===== src/rtl/instr_fetch_unit_if.sv =====
// Fetch-stage bundle: hazard/redirect controls, instruction memory port, and IF/ID outputs.
// The master modport is the fetch unit; the slave modport is the surrounding core/memory side.
interface instr_fetch_unit_if;
    logic        stall;
    logic        redirect;
    logic [31:0] redirect_target;
    logic [31:0] imem_addr;
    logic [31:0] imem_data;
    logic [31:0] if_id_instr;
    logic [31:0] if_id_pc;
    logic [31:0] if_id_pc_plus4;
    logic        if_id_valid;
    logic        halted;
    logic [31:0] fetch_count;
    logic        misalign_err;

    modport master (
        input  stall, redirect, redirect_target, imem_data,
        output imem_addr, if_id_instr, if_id_pc, if_id_pc_plus4, if_id_valid,
               halted, fetch_count, misalign_err
    );

    modport slave (
        output stall, redirect, redirect_target, imem_data,
        input  imem_addr, if_id_instr, if_id_pc, if_id_pc_plus4, if_id_valid,
               halted, fetch_count, misalign_err
    );
endinterface


===== src/rtl/instr_fetch_unit.sv =====
// Instruction fetch stage: PC, IF/ID register, stall/redirect/halt handling.
// Optional macro IFU_MISALIGN_CHECK_EN aligns redirect targets and raises a sticky misalign_err.
module instr_fetch_unit #(
    parameter logic [31:0] RESET_PC       = 32'h0000_0000,
    parameter logic [31:0] IMEM_LAST_ADDR = 32'd72,
    parameter logic [31:0] NOP_INSTR      = 32'h0000_0013
) (
    input  logic                 clk,
    input  logic                 rst_n,
    instr_fetch_unit_if.master   bus
);

    logic [31:0] pc;
    logic [31:0] pc_plus4;
    logic [31:0] redirect_pc;
    logic        past_end;
    logic [31:0] if_id_instr;
    logic [31:0] if_id_pc;
    logic [31:0] if_id_pc_plus4;
    logic        if_id_valid;
    logic        halted;
    logic [31:0] fetch_count;
    logic        misalign_err;

    assign pc_plus4 = pc + 32'd4;
    assign past_end = (pc > IMEM_LAST_ADDR);

`ifdef IFU_MISALIGN_CHECK_EN
    assign redirect_pc = {bus.redirect_target[31:2], 2'b00};

    always_ff @(posedge clk or negedge rst_n) begin
        if (!rst_n) begin
            misalign_err <= 1'b0;
        end else if (bus.redirect && (bus.redirect_target[1:0] != 2'b00)) begin
            misalign_err <= 1'b1;
        end
    end
`else
    assign redirect_pc  = bus.redirect_target;
    assign misalign_err = 1'b0;
`endif

    // Priority: redirect > stall > halted > normal fetch.
    always_ff @(posedge clk or negedge rst_n) begin
        if (!rst_n) begin
            pc             <= RESET_PC;
            if_id_instr    <= NOP_INSTR;
            if_id_pc       <= 32'd0;
            if_id_pc_plus4 <= 32'd0;
            if_id_valid    <= 1'b0;
            halted         <= 1'b0;
            fetch_count    <= 32'd0;
        end else if (bus.redirect) begin
            // Squash the wrong-path word currently on imem_data.
            pc             <= redirect_pc;
            if_id_instr    <= NOP_INSTR;
            if_id_pc       <= pc;
            if_id_pc_plus4 <= pc_plus4;
            if_id_valid    <= 1'b0;
            halted         <= 1'b0;
        end else if (bus.stall) begin
            pc <= pc;
        end else if (past_end) begin
            halted         <= 1'b1;
            if_id_instr    <= NOP_INSTR;
            if_id_pc       <= pc;
            if_id_pc_plus4 <= pc_plus4;
            if_id_valid    <= 1'b0;
        end else begin
            pc             <= pc_plus4;
            if_id_instr    <= bus.imem_data;
            if_id_pc       <= pc;
            if_id_pc_plus4 <= pc_plus4;
            if_id_valid    <= 1'b1;
            if (fetch_count != 32'hFFFF_FFFF) begin
                fetch_count <= fetch_count + 32'd1;
            end
        end
    end

    assign bus.imem_addr      = pc;
    assign bus.if_id_instr    = if_id_instr;
    assign bus.if_id_pc       = if_id_pc;
    assign bus.if_id_pc_plus4 = if_id_pc_plus4;
    assign bus.if_id_valid    = if_id_valid;
    assign bus.halted         = halted;
    assign bus.fetch_count    = fetch_count;
    assign bus.misalign_err   = misalign_err;

endmodule


===== src/flat_wrapper.sv =====
// flat-port wrapper written by rule: the top's interface ports become plain ports
module instr_fetch_unit_flat 
#(
    parameter logic [31:0] RESET_PC       = 32'h0000_0000,
    parameter logic [31:0] IMEM_LAST_ADDR = 32'd72,
    parameter logic [31:0] NOP_INSTR      = 32'h0000_0013
)
  (clk, rst_n, bus_stall, bus_redirect, bus_redirect_target, bus_imem_data, bus_imem_addr, bus_if_id_instr, bus_if_id_pc, bus_if_id_pc_plus4, bus_if_id_valid, bus_halted, bus_fetch_count, bus_misalign_err);
  instr_fetch_unit_if bus_i ();
  input  logic clk;
  input  logic rst_n;
  input wire logic [$bits(bus_i.stall)-1:0] bus_stall;
  input wire logic [$bits(bus_i.redirect)-1:0] bus_redirect;
  input wire logic [$bits(bus_i.redirect_target)-1:0] bus_redirect_target;
  input wire logic [$bits(bus_i.imem_data)-1:0] bus_imem_data;
  output wire logic [$bits(bus_i.imem_addr)-1:0] bus_imem_addr;
  output wire logic [$bits(bus_i.if_id_instr)-1:0] bus_if_id_instr;
  output wire logic [$bits(bus_i.if_id_pc)-1:0] bus_if_id_pc;
  output wire logic [$bits(bus_i.if_id_pc_plus4)-1:0] bus_if_id_pc_plus4;
  output wire logic [$bits(bus_i.if_id_valid)-1:0] bus_if_id_valid;
  output wire logic [$bits(bus_i.halted)-1:0] bus_halted;
  output wire logic [$bits(bus_i.fetch_count)-1:0] bus_fetch_count;
  output wire logic [$bits(bus_i.misalign_err)-1:0] bus_misalign_err;
  assign bus_i.stall = bus_stall;
  assign bus_i.redirect = bus_redirect;
  assign bus_i.redirect_target = bus_redirect_target;
  assign bus_i.imem_data = bus_imem_data;
  assign bus_imem_addr = bus_i.imem_addr;
  assign bus_if_id_instr = bus_i.if_id_instr;
  assign bus_if_id_pc = bus_i.if_id_pc;
  assign bus_if_id_pc_plus4 = bus_i.if_id_pc_plus4;
  assign bus_if_id_valid = bus_i.if_id_valid;
  assign bus_halted = bus_i.halted;
  assign bus_fetch_count = bus_i.fetch_count;
  assign bus_misalign_err = bus_i.misalign_err;
  instr_fetch_unit #(.RESET_PC(RESET_PC), .IMEM_LAST_ADDR(IMEM_LAST_ADDR), .NOP_INSTR(NOP_INSTR)) u_core (.clk(clk), .rst_n(rst_n), .bus(bus_i));
endmodule

===== config.mk =====
export PLATFORM = sky130hd
export DESIGN_NAME = instr_fetch_unit_flat
export DESIGN_NICKNAME = d
export VERILOG_FILES = /design/src/rtl/instr_fetch_unit_if.sv /design/src/rtl/instr_fetch_unit.sv /design/src/flat_wrapper.sv
export SDC_FILE = /design/constraint.sdc
export NUM_CORES = 1
export LEC_CHECK = 0
export CORE_UTILIZATION = 37
export CTS_CLUSTER_SIZE = 30
export DETAILED_ROUTE_END_ITERATION = 6
export DONT_BUFFER_PORTS = 1
export GPL_ROUTABILITY_DRIVEN = 1
export PLACE_DENSITY = 0.53
export SYNTH_ARGS = -nofsm -noshare
export SYNTH_HDL_FRONTEND = slang
export SYNTH_SLANG_ARGS = --single-unit

===== constraint.sdc =====
create_clock -name clk -period 2.74 [get_ports clk]
set_input_delay 0.548 -clock clk [delete_from_list [all_inputs] [get_ports clk]]
set_output_delay 0.548 -clock clk [all_outputs]
set_load 0.01 [all_outputs]

==> impl_metrics.json <==
{
  "skew_ps": 8.995,
  "drt_iter0_drc": 250,
  "cts_resized": 0,
  "synth-seq-cells": 160,
  "setup.worst_path.class": "flip-flop to flip-flop",
  "regArea_um2": 4008,
  "setup_viol": 0,
  "vias": 4670,
  "antenna_found_initial": 0,
  "cts_post_setup_buffers_inserted": 0,
  "multi_input_area_um2": 2651,
  "power_density_nw_per_um2": 709.4,
  "critPathMaxFanout": 11,
  "die_area_um2": 19070,
  "hpwl_um": 12010,
  "fmax_ghz": 0.4112,
  "tightest_slew_ps": 630.5,
  "final_cell_count_no_fill": 886,
  "maxCapViolations": 0,
  "hold_path.class": "input pin to async pin",
  "clk_latency_ps": 420,
  "dp.cells": 854,
  "cts.sinks": 160,
  "grt_pass1_wl_um": 27960,
  "drive_gt1_frac": 0.1507,
  "drtPass1Iterations": 7,
  "synth_area_um2": 6852,
  "startpoint": "u_core.bus.imem_addr[27]",
  "synth_edf_count": 0,
  "gp_congestion": 0.7724,
  "rr_startpoint": "u_core.bus.imem_addr[27]",
  "grt_overflow": 0,
  "p_leak_nw": 3.502,
  "die_h_um": 138.1,
  "synth_nets": 704,
  "status": "finished, violations left",
  "layout.nets": 715,
  "yosysWarnings": 0,
  "timing.rr.end": "u_core.bus.fetch_count[7]",
  "yosysUniqueCellTypes": 41,
  "track_usage": 0.1889,
  "reg2reg_depth": 6,
  "synth_seq_area_share": 0.5849,
  "synth_cells": 633,
  "antennaDiodeCount": 0,
  "syn_avg_cell_area_um2": 10.82,
  "area_delta_synth_final_pct": 13.66,
  "pin_count": 231,
  "ant_nets": 0,
  "worst_setup_path_end_kind": "flip-flop",
  "start_util": 0.3788,
  "hold_viol_final": 157,
  "ir_drop_mv": 0.4179,
  "period_share": 0.8875,
  "fill_cells": 1739,
  "port_buffers": 0,
  "grt_pass1_vias": 4772,
  "slew_viol_final": 0,
  "ctsHtreeMaxLevel": 4,
  "coreArea_um2": 18090,
  "cp.required_ps": 3040,
  "root_buffer": "clkbuf_16",
  "worst_hold_slack_ps": -175.7,
  "via_per_inst": 5.271,
  "wl_per_cell_um": 19.65,
  "rsz0062_at_grt": "false",
  "fin_total_pwr_mw": 5.524,
  "tns_ps": 0,
  "die_x_um": 138.1,
  "tritoncts": "yes",
  "fin_crit_ps": 2432,
  "cts.clk_slew.worst_paths_ps": 60,
  "start_kind": "flip-flop",
  "cts_inserted_buffers": 17,
  "wl_um": 17410,
  "crit_end": "u_core.bus.fetch_count[7]",
  "crit_arrival_ps": 2730,
  "violations": "design-rule violations, negative hold slack",
  "rows": 49,
  "yosys_most_used_dff": "dfrtp_1",
  "slew_headroom": 0.5797,
  "reg2reg_slack_ps": 310,
  "drc": 34,
  "grt_max_degree": 161,
  "async_flop_share": 1.000,
  "clock_path_buffers": 2
}
critical path, stage by stage (launching register included):
cell and delay, ps:
dfrtp_1 490, nor4_1 390, nand4_2 260, nor4b_4 380, o21a_1 450, nand4_1 180, xnor2_1 160
power by group:
group | internal, mW | switching, mW
logic | 0.165 | 0.214
clock network | 1.46 | 0.949
registers | 2.53 | 0.215
total | 4.15 | 1.38
layout by cell type (no fill, tap or decap), types with 2 or more instances in the layout:
master	Yosys	final
dfstp_2	3	3
mux2_2	28	28
ha_1	3	3
clkbuf_1	21	4
nor4_1	10	10
dfrtp_1	157	157
nand2_1	154	154
nand4_1	14	14
nor3_1	8	8
nor4_2	2	2
bufinv_16	0	3
and3_1	8	8
clkbuf_16	0	17
and4_1	6	6
nand3_1	25	25
xor2_1	35	35
nor3_2	2	2
a22o_1	29	29
clkinv_2	0	3
nor2_1	17	17
buf_4	6	30
xnor2_1	27	27
and2_1	4	4
o21ai_0	35	35
a21oi_1	2	2
clkinvlp_4	0	3
inv_1	7	7
o22a_1	3	3
sequential cells by signal, indices dropped and copies added, names as in the netlist:
signal / count
u_core.bus.fetch_count: 32
u_core.bus.halted: 1
u_core.bus.if_id_instr: 32
u_core.bus.if_id_pc: 32
u_core.bus.if_id_pc_plus4: 30
u_core.bus.if_id_valid: 1
u_core.bus.imem_addr: 32
worst min-delay path by stage:
stage,start,to
after floorplan,rst_n,u_core.bus.fetch_count[0]
after global placement,rst_n,u_core.bus.if_id_pc[21]
after detailed placement,rst_n,u_core.bus.if_id_pc_plus4[20]
after CTS,rst_n,u_core.bus.if_id_pc_plus4[20]
after global routing,rst_n,u_core.bus.if_id_pc_plus4[20]
final,rst_n,u_core.bus.if_id_pc_plus4[20]
through the flow:
step | utilization | cell area [µm²] | setup WS, ps | hold WS [ps]
final | 0.4306 | 7787 | 308.4 | -175.7
after global routing | 0.4306 | 7787 | 84.07 | -210.3
after CTS | 0.4306 | 7787 | 281.1 | -199.7
after detailed placement | 0.3979 | 7197 | 302.8 | 257.2
after global placement | 0.3979 | 7197 | 365.2 | 256.6
after floorplan | - | 6852 | 544.4 | 252.4
synth_stat cells (2+ instances only):
cell        n  area, µm²
and4_1      6      52.55
xnor2_1    27      236.5
a21oi_1     2      10.01
mux2_2     28      315.3
a22o_1     29      254.0
inv_1       7      26.28
and2_1      4      25.02
nor4_2      2      25.02
clkbuf_1   21      78.83
and3_1      8      50.05
o22a_1      3      26.28
o21ai_0    35      175.2
nor3_1      8      40.04
buf_4       6      45.04
dfstp_2     3      78.83
nor4_1     10      62.56
dfrtp_1   157       3929
buf_2       7      35.03
nor2_1     17      63.81
buf_1       4      15.01
xor2_1     35      306.5
ha_1        3      37.54
nand4_1    14      87.58
nor2b_1     2      12.51
nand3_1    25      125.1
nor3_2      2      20.02
nand2_1   154      578.1
cell families (layout without fill, tap and decap cells):
logic type                 after synthesis  count (layout)  share of synthesized area
and+or+nand+nor                        259             259                     0.1791
DFF                                    160             160                     0.5849
AOI/OAI and AO/OA                       74              74                    0.07396
xor gates and xnor gates                62              62                    0.07925
buffers and inverters                   45              69                    0.02922
muxes                                   29              29                    0.04748
adders and majority gates                3               3                   0.005479
other                                    1               1                  0.0005473
routing by layer:
layer	up-vias	GRT usage	share of wire
met5	-	0	0
met2	171	0.2973	0.47
met4	0	0.06268	0.013
met1	2310	0.2432	0.43
met3	15	0.06616	0.079
li1	2174	-	-
layout make-up:
class,instances,area share
Sequential cell,160,0.5146
Tap cell,229,0.03679
Clock inverter,10,0.01751
Multi-Input combinational cell,428,0.3405
Clock buffer,22,0.05832
Timing Repair Buffer,30,0.02892
Inverter,7,0.003374
Power figures use the tool's default switching activity.
